$ cat src/rtl/trigger_srl_loader_pkg.sv
// Shared types and constants for the SRLC32E trigger table loader.
// State encoding and table geometry live here.
package trigger_srl_loader_pkg;

  localparam int SRL_DEPTH = 32;
  localparam int TBL_W     = 32;
  localparam int CNT_W     = $clog2(SRL_DEPTH);

  typedef enum logic [1:0] {
    ST_IDLE  = 2'd0,
    ST_SHIFT = 2'd1,
    ST_DONE  = 2'd2
  } state_e;

endpackage

$ cat src/rtl/trigger_srl_loader_if.sv
// Host config handshake: one truth-table write per transfer.
// The loader is the slave; the host is the master.
interface trigger_srl_loader_if
  import trigger_srl_loader_pkg::*;
#(
  parameter int CH_BITS = 2
) ();

  logic               cfg_valid;
  logic               cfg_ready;
  logic [CH_BITS-1:0] cfg_chan;
  logic [TBL_W-1:0]   cfg_table;

  modport master (
    output cfg_valid,
    output cfg_chan,
    output cfg_table,
    input  cfg_ready
  );

  modport slave (
    input  cfg_valid,
    input  cfg_chan,
    input  cfg_table,
    output cfg_ready
  );

endinterface

$ cat src/rtl/trigger_srl_loader.sv
// Serially reloads SRLC32E trigger truth tables, MSB first,
// and masks each trigger while its table is not fully loaded.
module trigger_srl_loader
  import trigger_srl_loader_pkg::*;
#(
  parameter int NUM_SRL = 4,
  parameter int CH_BITS = 2
) (
  input  logic               clk,
  input  logic               reset,
  trigger_srl_loader_if.slave cfg,
  output logic [NUM_SRL-1:0] srl_ce,
  output logic               srl_din,
  input  logic [NUM_SRL-1:0] srl_q,
  output logic [NUM_SRL-1:0] trig_out,
  output logic [NUM_SRL-1:0] table_valid,
  output logic               done,
  output logic               err
);

  state_e             state_q, state_d;
  logic [CNT_W-1:0]   bitcnt_q, bitcnt_d;
  logic [CH_BITS-1:0] chan_q, chan_d;
  logic [TBL_W-1:0]   table_q, table_d;
  logic [NUM_SRL-1:0] ce_q, ce_d;
  logic [NUM_SRL-1:0] valid_q, valid_d;
  logic               din_q, din_d;
  logic               done_q, done_d;
  logic               err_q, err_d;

  logic               accept;
  logic               in_range;
  logic [NUM_SRL-1:0] req_mask;
  logic [NUM_SRL-1:0] chan_mask;

  assign cfg.cfg_ready = (state_q == ST_IDLE) & ~reset;
  assign accept        = cfg.cfg_valid & cfg.cfg_ready;
  assign in_range      = 32'(cfg.cfg_chan) < 32'(NUM_SRL);
  assign req_mask      = NUM_SRL'(1) << cfg.cfg_chan;
  assign chan_mask     = NUM_SRL'(1) << chan_q;

  always_comb begin
    state_d  = state_q;
    bitcnt_d = bitcnt_q;
    chan_d   = chan_q;
    table_d  = table_q;
    ce_d     = ce_q;
    valid_d  = valid_q;
    din_d    = din_q;
    done_d   = 1'b0;
    err_d    = 1'b0;
    unique case (state_q)
      ST_IDLE: begin
        if (accept && in_range) begin
          state_d  = ST_SHIFT;
          chan_d   = cfg.cfg_chan;
          table_d  = cfg.cfg_table;
          bitcnt_d = CNT_W'(SRL_DEPTH - 1);
          ce_d     = req_mask;
          din_d    = cfg.cfg_table[TBL_W-1];
          valid_d  = valid_q & ~req_mask;
        end else if (accept) begin
          err_d = 1'b1;
        end
      end
      // bitcnt names the bit currently on srl_din
      ST_SHIFT: begin
        if (bitcnt_q == '0) begin
          state_d = ST_DONE;
          ce_d    = '0;
          din_d   = 1'b0;
          done_d  = 1'b1;
          valid_d = valid_q | chan_mask;
        end else begin
          bitcnt_d = bitcnt_q - CNT_W'(1);
          din_d    = table_q[bitcnt_q - CNT_W'(1)];
        end
      end
      ST_DONE: state_d = ST_IDLE;
      default: state_d = ST_IDLE;
    endcase
  end

  always_ff @(posedge clk) begin
    if (reset) begin
      state_q  <= ST_IDLE;
      bitcnt_q <= '0;
      chan_q   <= '0;
      table_q  <= '0;
      ce_q     <= '0;
      valid_q  <= '0;
      din_q    <= 1'b0;
      done_q   <= 1'b0;
      err_q    <= 1'b0;
    end else begin
      state_q  <= state_d;
      bitcnt_q <= bitcnt_d;
      chan_q   <= chan_d;
      table_q  <= table_d;
      ce_q     <= ce_d;
      valid_q  <= valid_d;
      din_q    <= din_d;
      done_q   <= done_d;
      err_q    <= err_d;
    end
  end

  assign srl_ce      = ce_q;
  assign srl_din     = din_q;
  assign table_valid = valid_q;
  assign done        = done_q;
  assign err         = err_q;
  assign trig_out    = srl_q & valid_q;

endmodule

$ cat src/flat_wrapper.sv
// flat-port wrapper written by rule: the top's interface ports become plain ports
module trigger_srl_loader_flat import trigger_srl_loader_pkg::*;
#(
  parameter int NUM_SRL = 4,
  parameter int CH_BITS = 2
)
  (clk, reset, srl_ce, srl_din, srl_q, trig_out, table_valid, done, err, cfg_cfg_valid, cfg_cfg_chan, cfg_cfg_table, cfg_cfg_ready);
  trigger_srl_loader_if #(.CH_BITS(CH_BITS)) cfg_i ();
  input  logic clk;
  input  logic reset;
  output logic [NUM_SRL-1:0] srl_ce;
  output logic srl_din;
  input  logic [NUM_SRL-1:0] srl_q;
  output logic [NUM_SRL-1:0] trig_out;
  output logic [NUM_SRL-1:0] table_valid;
  output logic done;
  output logic err;
  input wire logic [$bits(cfg_i.cfg_valid)-1:0] cfg_cfg_valid;
  input wire logic [$bits(cfg_i.cfg_chan)-1:0] cfg_cfg_chan;
  input wire logic [$bits(cfg_i.cfg_table)-1:0] cfg_cfg_table;
  output wire logic [$bits(cfg_i.cfg_ready)-1:0] cfg_cfg_ready;
  assign cfg_i.cfg_valid = cfg_cfg_valid;
  assign cfg_i.cfg_chan = cfg_cfg_chan;
  assign cfg_i.cfg_table = cfg_cfg_table;
  assign cfg_cfg_ready = cfg_i.cfg_ready;
  trigger_srl_loader #(.NUM_SRL(NUM_SRL), .CH_BITS(CH_BITS)) u_core (.clk(clk), .reset(reset), .cfg(cfg_i), .srl_ce(srl_ce), .srl_din(srl_din), .srl_q(srl_q), .trig_out(trig_out), .table_valid(table_valid), .done(done), .err(err));
endmodule
$ cat config.mk
export PLATFORM = sky130hd
export DESIGN_NAME = trigger_srl_loader_flat
export DESIGN_NICKNAME = d
export VERILOG_FILES = /design/src/rtl/trigger_srl_loader_pkg.sv /design/src/rtl/trigger_srl_loader_if.sv /design/src/rtl/trigger_srl_loader.sv /design/src/flat_wrapper.sv
export SDC_FILE = /design/constraint.sdc
export NUM_CORES = 1
export LEC_CHECK = 0
export CORE_ASPECT_RATIO = 0.9
export CORE_MARGIN = 5
export CORE_UTILIZATION = 50
export DETAILED_ROUTE_END_ITERATION = 8
export MAX_ROUTING_LAYER = met4
export PLACE_DENSITY_LB_ADDON = 0.2
export SETUP_SLACK_MARGIN = 0.05
export SYNTH_ARGS = -nofsm -noshare
export SYNTH_HDL_FRONTEND = slang
export SYNTH_SLANG_ARGS = --single-unit
export TNS_END_PERCENT = 1
$ cat constraint.sdc
create_clock -name clk -period 4.3 [get_ports clk]
set_input_delay 1.29 -clock clk [delete_from_list [all_inputs] [get_ports clk]]
set_output_delay 1.29 -clock clk [all_outputs]
set_load 0.02 [all_outputs]
# After elaboration in Yosys (flattened, before gate mapping)
# Index checks and enable logic that the tools add are counted.
# totals
regBits	51
in_bits	41
out_inout_bits	16
word_cells	51
# classes
add_sub_neg	1
n_lt_le_gt_ge	1
eq_ne	4
shifts	2
muxes	18
n_bitwise	8
n_reduce_logical	9
# op_table
operator	count
$mux W4	4
$pmux W4 S2	2
$mux W5	2
$pmux W5 S2	1
$and A4 B4 Y4	2
$shl A1 B2 Y4 const A	2
$lt A5 B6 Y1 const B	1
$reduce_and A2 Y1	3
$reduce_and A3 Y1	2
$bmux W1 S5	1
$logic_not A5 Y1	1
$sub A5 B1 Y5 const B	1
$mux W1	4
$mux W2	2
$ne A2 B1 Y1 const B	2
$not A4 Y4	1
$or A4 B4 Y4	1
$pmux W2 S2	1
$and A1 B1 Y1	2
$eq A2 B1 Y1 const B	1
$logic_not A2 Y1	1
$ne A2 B2 Y1 const B	1
$not A1 Y1	2
$pmux W1 S2	1
2 further kinds	2

# Logic depth before layout (Yosys ltp)
# logic_depth
depth_word	5
depth_mapped	9

# Worst setup path after synthesis
# OpenSTA, ideal clock, no wires.
# synth_path
kind	input to output
startpoint	input reset
endpoint	output cfg_cfg_ready
arrival_time_ns	2.060
slack_ns	0.950
path_stages	3
path_buffers	2
path_cell_list	buf_6 clkbuf_1 nor3_1
# synth_between
elab_chain_cells	2
# synth_lines
element	line	text
start: declaration	flat_wrapper.sv:10	input logic reset;
$not A1 Y1	trigger_srl_loader.sv:36	assign cfg.cfg_ready = (state_q == ST_IDLE) & ~reset;
$and A1 B1 Y1	trigger_srl_loader.sv:36	
end: declaration	flat_wrapper.sv:21	output wire logic [$bits(cfg_i.cfg_ready)-1:0] cfg_cfg_ready;
# No other way between the ends.

# Worst setup path in the final report
# layout_path
startpoint	input srl_q[0]
endpoint	output trig_out[0]
# layout_between
elab_chain_cells	1
# layout_lines
element	line	text
start: declaration	flat_wrapper.sv:13	input logic [NUM_SRL-1:0] srl_q;
$and A4 B4 Y4	trigger_srl_loader.sv:113	assign trig_out = srl_q & valid_q;
end: declaration	flat_wrapper.sv:14	output logic [NUM_SRL-1:0] trig_out;
# No other way between the ends.

==> run summary <==
Slew headroom: 0.470
Area of the core region: 0.00446 mm²
Upper clock frequency limit: 266 MHz
Top-Level Pins: 57
Async SR Flop Fraction: 0
Final worst-path cycle share: 0.876
Number of synthesized flops with an enable pin: 0
Syn_nets: 319
First-pass GRT wire length: 8740 µm
Part of the power in registers: 0.475
Total detailed-routing wirelength: 5310 µm
Cell type of the slowest stage on the worst timing path: sky130_fd_sc_hd__clkdlybuf4s50_1
Tot GR Track Use: 0.192
Metal3 WL: 281 µm
Number of inserted diodes: 0
Chip width: 81.8 µm
Hold buffer count at CTS: 0
# rows: 23
Crit-path cells: clkdlybuf4s50_1 -> and2_1 -> clkdlybuf4s50_1
Half-perimeter wire length after detailed placement: 3700 µm
Drt pass-1 iters: 4
Non-filler instance count after layout: 384
Switching portion of total power: 0.287
Area overhead of the layout relative to synthesis: 28.2%
First-iteration detailed-routing DRC count: 139
DRC violations left: 0
Result of the run: finished, final reports clean
Y dimension of the die: 74.6 µm
Kind of start point of the critical path: input port
Leak pwr: 1.08 nW
Kind of end point of the critical path: output pin
Hold/Removal Path Class: reg2reg
Required arrival time at the worst endpoint: 3010 ps
Combinational share of power: 0.215
Cell-internal power: 0.000793 W
Total negative setup slack: 0 ps
Global-route congestion overflow total: 0
Signal arrival time at the worst endpoint: 2480 ps
Pins Over Slew Limit: 0
Count of cells resized by post-cts repair: 0
FF+latch count, synth: 51
Max-capacitance violation count: 0
Final nets: 363
Crit path kind: in2out
Clock Skews: 5.57 ps
DR WL met2: 2560 µm
Synthesized area per cell: 8.37 µm²
Buffers inserted by post-CTS timing repair: 0
Total die area: 0.00610 mm²
Post-route minimum period: 3770 ps
Setup slack after placement: 523 ps
TritonCTS Buffers: 5
Worst vdd ir: 0.229 mV
CTS tree: built
Layout cells sized above 1: 0.0714
Clock tree root buffer cell: sky130_fd_sc_hd__clkbuf_8
Bufs on Longest Clock Path: 2
Transition at the pin with the smallest max-transition slack: 793 ps
Mean routed wirelength per cell: 13.8 µm
Delay-heaviest family, CP: buffers and inverters
Count of cell types in the netlist: 46
Proportion of synthesized chip area in sequential cells: 0.441
Post-DRT Antenna Nets: 0
Utilization after layout: 0.666
Total routed wire length on the met1 layer: 2390 µm
Clock latency at the later pin of the worst-skew pair: 310 ps
Antenna violations before repair: 0
Number of synthesis warnings: 0
Via total after detailed routing: 2036
# port buffers: 55
Most numerous cell on the critical path: sky130_fd_sc_hd__clkdlybuf4s50_1
Number of sinks on the clock net: 51
Psw: 0.000319 W
Count of buffer and inverter cells on the critical path: 2
Most instantiated flip-flop cell in the synthesis netlist: sky130_fd_sc_hd__dfxtp_1
Overall power: 0.00111 W
Worst-path maximum fanout: 1
Global placement routability congestion: 0.784
Post-synthesis instance total: 277
Count of placed standard cells including taps: 376
Via-per-instance ratio: 5.30
Critical Path Max Stage Delay: 600 ps
Top layer in use: met4
Number of global-route vias before repair: 1907
Hold Violations, Final: 0
Initial Util: 0.519
Pin count of the biggest net entering global routing: 55
H-tree levels: 2
PnR worst setup slack: 535 ps
PwrDens: 374 mW/mm²
RSZ-0062 raised after global routing: no
Setup violators final: 0
Cell area after technology mapping: 0.00232 mm²
Clock slew at reported path FFs: 90 ps
Share of power burned in the clock network: 0.310
Filler cells: 399
[final timing paths]
check,startpoint,end,slack [ps],cells after the start
worst max register to register,u_core.bitcnt_q[0],u_core.srl_din,1620,7
worst max-delay path,srl_q[0],trig_out[0],530,3
worst min-delay path,u_core.table_q[22],u_core.table_q[22],460,2
worst min register to register,u_core.table_q[22],u_core.table_q[22],460,2
[metal layers]
metal | vias up | GRT usage
li1 | 1046 | -
met2 | 44 | 0.302
met5 | - | -
met1 | 938 | 0.248
met4 | 0 | 0.0720
met3 | 8 | 0.0327
[synth_stat cells (all sizes together), types with 2 or more instances]
cell type / number / area share
a211oi: 2 / 0.0065
a21oi: 43 / 0.094
a311oi: 4 / 0.015
a32oi: 3 / 0.011
and2: 4 / 0.011
buf: 9 / 0.030
clkbuf: 12 / 0.021
dfxtp: 51 / 0.44
inv: 3 / 0.0049
mux2i: 5 / 0.022
mux4: 6 / 0.062
nand2: 74 / 0.12
nand3: 6 / 0.013
nor2: 25 / 0.042
nor3: 5 / 0.011
nor4b: 2 / 0.010
or3: 2 / 0.0076
or4b: 2 / 0.010
[per-stage QoR]
| stage | hold slack (ps) | area [µm²] |
|---|---|---|
| CTS | 460 | 2970 |
| detailed placement | 447 | 2850 |
| floorplan | 432 | 2320 |
| global placement | 439 | 2850 |
| global route | 485 | 2970 |
| finish | 455 | 2970 |
[power by group through the flow]
| stage | combinational, W | clock, W | sequential (W) |
|---|---|---|---|
| 2_1_floorplan | 0.000175 | 0 | 0.000526 |
| 3_3_place_gp | 0.000236 | 0 | 0.000537 |
| 3_5_place_dp | 0.000239 | 0 | 0.000538 |
| 4_1_cts | 0.000241 | 0.000351 | 0.000527 |
| 5_1_grt | 0.000264 | 0.000376 | 0.000532 |
| 6_report | 0.000239 | 0.000345 | 0.000528 |
[kinds of logic (layout without fill, tap and decap cells)]
group           count (synthesis)  after routing  synth area share
compound gates                 61             61             0.161
xor+xnor                        2              2            0.0108
fa+ha+maj                       1              1           0.00540
buf+inv                        24             69            0.0556
flops                          51             51             0.441
mux                            11             11            0.0832
other cells                     1              1           0.00162
simple gates                  126            126             0.241
[state kept, by name, indices dropped and copies added (netlist names)]
register	count
u_core.table_q	32
u_core.bitcnt_q	5
u_core.srl_ce	4
u_core.table_valid	4
u_core.chan_q	2
u_core.state_q	2
u_core.done	1
u_core.srl_din	1
[cells in the final DEF, fill, tap and decap left out, types with 4 or more instances in the layout]
cell                               n
sky130_fd_sc_hd__mux4_2            4
sky130_fd_sc_hd__clkdlybuf4s50_1  54
sky130_fd_sc_hd__nor3_1            5
sky130_fd_sc_hd__a311oi_1          4
sky130_fd_sc_hd__clkbuf_8          5
sky130_fd_sc_hd__nand2_1          74
sky130_fd_sc_hd__mux2i_1           5
sky130_fd_sc_hd__nor2_1           24
sky130_fd_sc_hd__and2_1            4
sky130_fd_sc_hd__nand3_1           6
sky130_fd_sc_hd__dfxtp_1          51
sky130_fd_sc_hd__a21oi_1          42
[area by class of cell]
| class | instances | area, µm² | share of cell area |
|---|---|---|---|
| Tap cell | 62 | 77.6 | 0.0261 |
| Clock inverter | 3 | 47.5 | 0.0160 |
| Clock buffer | 5 | 68.8 | 0.0232 |
| Multi-Input combinational cell | 202 | 1180 | 0.396 |
| Inverter | 3 | 11.3 | 0.00379 |
| Sequential cell | 51 | 1020 | 0.344 |
| Timing Repair Buffer | 58 | 568 | 0.191 |
[worst reg2reg max path, delay by kind of cell (launching register included)]
kind	cells	cell delay, ps
flip-flops	1	650
multiplexers	1	570
XOR/XNOR	1	410
adder cells (fa/ha/maj)	1	370
AO/OA/AOI/OAI	2	250
buffers and inverters	1	220
AND/OR/NAND/NOR	1	120
Power figures use the tool's default switching activity.
==> patch 1, RTL diff (config.mk and constraints unchanged) <==
`NUM_SRL` is set to 4 in 2 places; all go to 2.
--- a/src/rtl/trigger_srl_loader.sv
+++ b/src/rtl/trigger_srl_loader.sv
@@ -3,7 +3,7 @@
 module trigger_srl_loader
   import trigger_srl_loader_pkg::*;
 #(
-  parameter int NUM_SRL = 4,
+  parameter int NUM_SRL = 2,
   parameter int CH_BITS = 2
 ) (
   input  logic               clk,
--- a/src/flat_wrapper.sv
+++ b/src/flat_wrapper.sv
@@ -1,7 +1,7 @@
 // flat-port wrapper written by rule: the top's interface ports become plain ports
 module trigger_srl_loader_flat import trigger_srl_loader_pkg::*;
 #(
-  parameter int NUM_SRL = 4,
+  parameter int NUM_SRL = 2,
   parameter int CH_BITS = 2
 )
   (clk, reset, srl_ce, srl_din, srl_q, trig_out, table_valid, done, err, cfg_cfg_valid, cfg_cfg_chan, cfg_cfg_table, cfg_cfg_ready);
Interface: changed (resized srl_ce, srl_q, table_valid and trig_out); port bits go from 57 to 49. The function was not compared with the original's and may differ.
==> patch 1 against the original RTL <==
- routed wire length is 16% lower
- cell count is 13% lower
- maximum frequency is 5.2% lower
- synthesized area is 6.5% lower
- worst setup slack worse by 210 ps
- sequential cell count is 3 lower
- critical endpoint is now cfg_cfg_ready
- clock power is 19% lower
- critical path depth stayed put
- synthesized cell count is 11% lower
- critical path type unchanged
- die area is 5.7% lower
- design area is 8.8% lower
- power is 17% lower
- highest routed layer unchanged
==> patch 1: results (changes against the original RTL) <==
clkbuf_count: 7  # +2
grt_pass1_wl_um: 7630  # -13%
routedLengthMet1_um: 2080  # -13%
vias_per_cell: 5.32  # +0.25%
clock_latency_ps: 290  # -20 ps
nNetsFinal: 328  # -9.6%
clkSinkCount: 48  # -5.9%
hold_slack_ps: 454  # -0.647 ps
synth_cell_types: 38  # -17%
grt_max_degree: 49  # -11%
worstHoldStart: "u_core.table_q[5]"
crit_path_max_fanout: 4  # +3
worstPathArrival_ps: 2680  # +200 ps
wl_um: 4450  # -16%
fillCellCount: 349  # -13%
wl_met2_um: 2100  # -18%
buffers: 51  # -12%
syn-num-nets: 287  # -10%
internal_power_mw: 0.692  # -13%
cp-startpoint: "reset"
multi_input_area_um2: 1080  # -8.2%
die-area_um2: 5750  # -5.7%
final-clk-cell-share: 0.0356  # -0.00359
status: "complete, no violations"
min_to: "u_core.table_q[5]"
met1_usage: 0.200  # -0.0474
leakage_nw: 0.963  # -11%
postSynthCellCount: 247  # -11%
min_period_ps: 3970  # +207 ps
final_layout_size_suffix_gt1_frac: 0.0590  # -0.0124
regArea_um2: 961  # -5.9%
max_slew_margin: 0.408  # -0.0619
final.setup_skew_ps: 4.76  # -0.805 ps
gp_congestion: 0.850  # +8.4%
use_met3: 0.0484  # +0.0157
ys_seq_area_frac: 0.444  # +0.00307
n_all_inverters: 2  # -1
place_area_um2: 2610  # -8.5%
## patch 1: cell families (layout without fill, tap and decap cells)
kind of cell / count (synthesis) / count (layout) / synth area share
buffers and inverters: 19 / 60 / 0.0578
multiplexers: 17 / 17 / 0.125
XOR/XNOR: 3 / 3 / 0.0156
flip-flops: 48 / 48 / 0.444
adder cells (fa/ha/maj): 1 / 1 / 0.00578
AO/OA/AOI/OAI: 53 / 53 / 0.135
AND/OR/NAND/NOR: 106 / 106 / 0.217
## patch 1: power by group through the flow
stage | Clock [mW] | Combinational (mW) | Sequential (mW)
floorplan | 0 | 0.116 | 0.484
global placement | 0 | 0.162 | 0.487
detailed placement | 0 | 0.163 | 0.487
CTS | 0.287 | 0.164 | 0.476
global route | 0.308 | 0.179 | 0.480
finish | 0.280 | 0.162 | 0.476
## patch 1: worst reg2reg max path, cell delays in order, from the launching register on
cell and delay, ps:
dfxtp_1 570, clkinv_1 290, ha_1 780, mux2i_1 170, mux4_1 580, nand3b_1 110, nand2_1 60, o32ai_1 250
==> patch 2, RTL diff (config.mk and constraints unchanged) <==
Without the edit above. Encoding of `state_e`: now one-hot (3 bits for 3 states).
--- a/src/rtl/trigger_srl_loader_pkg.sv
+++ b/src/rtl/trigger_srl_loader_pkg.sv
@@ -6,10 +6,10 @@
   localparam int TBL_W     = 32;
   localparam int CNT_W     = $clog2(SRL_DEPTH);
 
-  typedef enum logic [1:0] {
-    ST_IDLE  = 2'd0,
-    ST_SHIFT = 2'd1,
-    ST_DONE  = 2'd2
+  typedef enum logic [2:0] {
+    ST_IDLE  = 3'b001,
+    ST_SHIFT = 3'b010,
+    ST_DONE  = 3'b100
   } state_e;
 
 endpackage
Formal check against the unedited RTL: no difference found for any inputs over 10 cycles, from zero or initial values and one cycle with reset high; not proved beyond that.
==> patch 2 against the original RTL <==
- global-route usage shrank 1.9 points
- power shrank 6.3%
- worst setup slack lost 230 ps
- die area shrank 0.80%
- design area grew 0.72%
- sequential power grew 1%
- sequential cell count grew 1
- synthesized area shrank 0.92%
- clock skew shrank 0.66 ps
- critical path type unchanged
- routed wire length shrank 9.6%
- highest routed layer unchanged
- non-clock buffer count grew 2
==> patch 2: results (changes against the original RTL) <==
synthAdderAreaFrac: 0.00545  # +0.0000500
worst_path_largest_cell_delay_ps: 660  # +60 ps
antenna_found_initial: 0  # unchanged
synth_compound_area_frac: 0.0708  # -0.0906
ys_seq_area_frac: 0.453  # +0.0128
grt_max_degree: 53  # -3.6%
synth_common_cells: "nand2_1, dfxtp_1, nand3b_1, nor2_1, clkbuf_1"
dpl.hpwl_um: 3560  # -3.9%
synth.avg_cell_area_um2: 8.80  # +5.2%
synth_xor_area_frac: 0.0109  # +0.000100
first_pass_iters: 4  # unchanged
gp_congestion: 0.775  # -1.1%
place_area_um2: 2880  # +0.92%
final_layout_size_suffix_gt1_frac: 0.0868  # +0.0154
clock-root-buffer: "clkbuf_8"
leakage_nw: 1.21  # +12%
status: "complete, no violations"
post_cts_buffers: 0  # unchanged
wl_um: 4800  # -9.6%
grt_pass1_vias: 1765  # -7.4%
nNetsFinal: 352  # -3.0%
path_clk_slew_ps: 90  # about the same
syn-num-nets: 303  # -5.0%
fillCellCount: 392  # -1.8%
cts-resized-gates: 0  # unchanged
yosys-top-cells-area: "dfxtp_1, nand2_1, nand3b_1"
ys.flop_type: "dfxtp_1"
placedCellCount: 365  # -2.9%
vias: 1930  # -5.2%
drt_iter0_markers: 154  # +11%
worstPathArrival_ps: 2700  # +220 ps
synth_cell_types: 39  # -15%
dp_slack_ps: 289  # -234 ps
avgRoutedWirePerCell_um: 12.9  # -6.9%
clock_latency_ps: 290  # -20 ps
final.setup_skew_ps: 4.91  # -0.658 ps
clk_path_buf_depth: 2  # unchanged
synth_mux_area_frac: 0.0839  # +0.000770
crit_path_max_fanout: 2  # +1
peakVddDrop_uv: 164  # -28%
max_slew_margin: 0.660  # +0.190
grt_pass1_wl_um: 7940  # -9.1%
antennaDiodeCount: 0  # unchanged
grt.total_usage: 0.173  # -0.0194
patch 2: cell count changes in the layout (fill, tap and decap cells not counted), moves of 3 or more:
cell and delta:
nand3_1 -4, nor3_1 +3, nand3b_1 +31, a21oi_1 -36
nor2_1 -5, mux2i_1 -3, nor3_2 +3
patch 2: path summary, 6_finish.rpt:
| check | start | to | slack, ps | cells past startpoint |
|---|---|---|---|---|
| worst min-delay path | u_core.table_q[31] | u_core.table_q[31] | 460 | 2 |
| worst max-delay path | reset | cfg_cfg_ready | 310 | 3 |
| worst min register to register | u_core.table_q[31] | u_core.table_q[31] | 460 | 2 |
| worst max register to register | u_core.bitcnt_q[0] | u_core.srl_din | 1680 | 8 |
patch 2: worst min-delay path, cell delays in order, from the launching register on:
cell,delay (ps)
dfxtp_1,320
nand2_1,50
a21oi_1,50
patch 2: cells by family (layout without fill, tap and decap cells):
logic type	Yosys count	in the layout
buffers and inverters	22	72
DFF	52	52
muxes	10	10
adders and majority gates	1	1
xor gates and xnor gates	2	2
other	1	1
and+or+nand+nor	150	150
AOI/OAI and AO/OA	23	23
patch 2: layer usage:
| layer | up-vias | share of wire | GRT usage | routed length, um |
|---|---|---|---|---|
| li1 | 982 | - | - | - |
| met1 | 892 | 0.46 | 0.227 | 2200 |
| met2 | 49 | 0.46 | 0.269 | 2230 |
| met3 | 7 | 0.064 | 0.0339 | 307 |
| met4 | 0 | 0.014 | 0.0507 | 65 |
| met5 | - | 0 | - | 0 |
patch 2: layout make-up:
type / count / area (um^2) / share of cell area
Sequential cell: 52 / 1040 / 0.348
Clock buffer: 5 / 68.8 / 0.0230
Inverter: 4 / 15.0 / 0.00502
Tap cell: 62 / 77.6 / 0.0259
Clock inverter: 3 / 42.5 / 0.0142
Multi-Input combinational cell: 187 / 1160 / 0.387
Timing Repair Buffer: 60 / 588 / 0.197
patch 2: report_power, final:
| group | internal (mW) | total (mW) | switching, mW |
|---|---|---|---|
| Sequential | 0.513 | 0.534 | 0.0211 |
| Clock | 0.172 | 0.328 | 0.156 |
| Combinational | 0.0966 | 0.180 | 0.0835 |
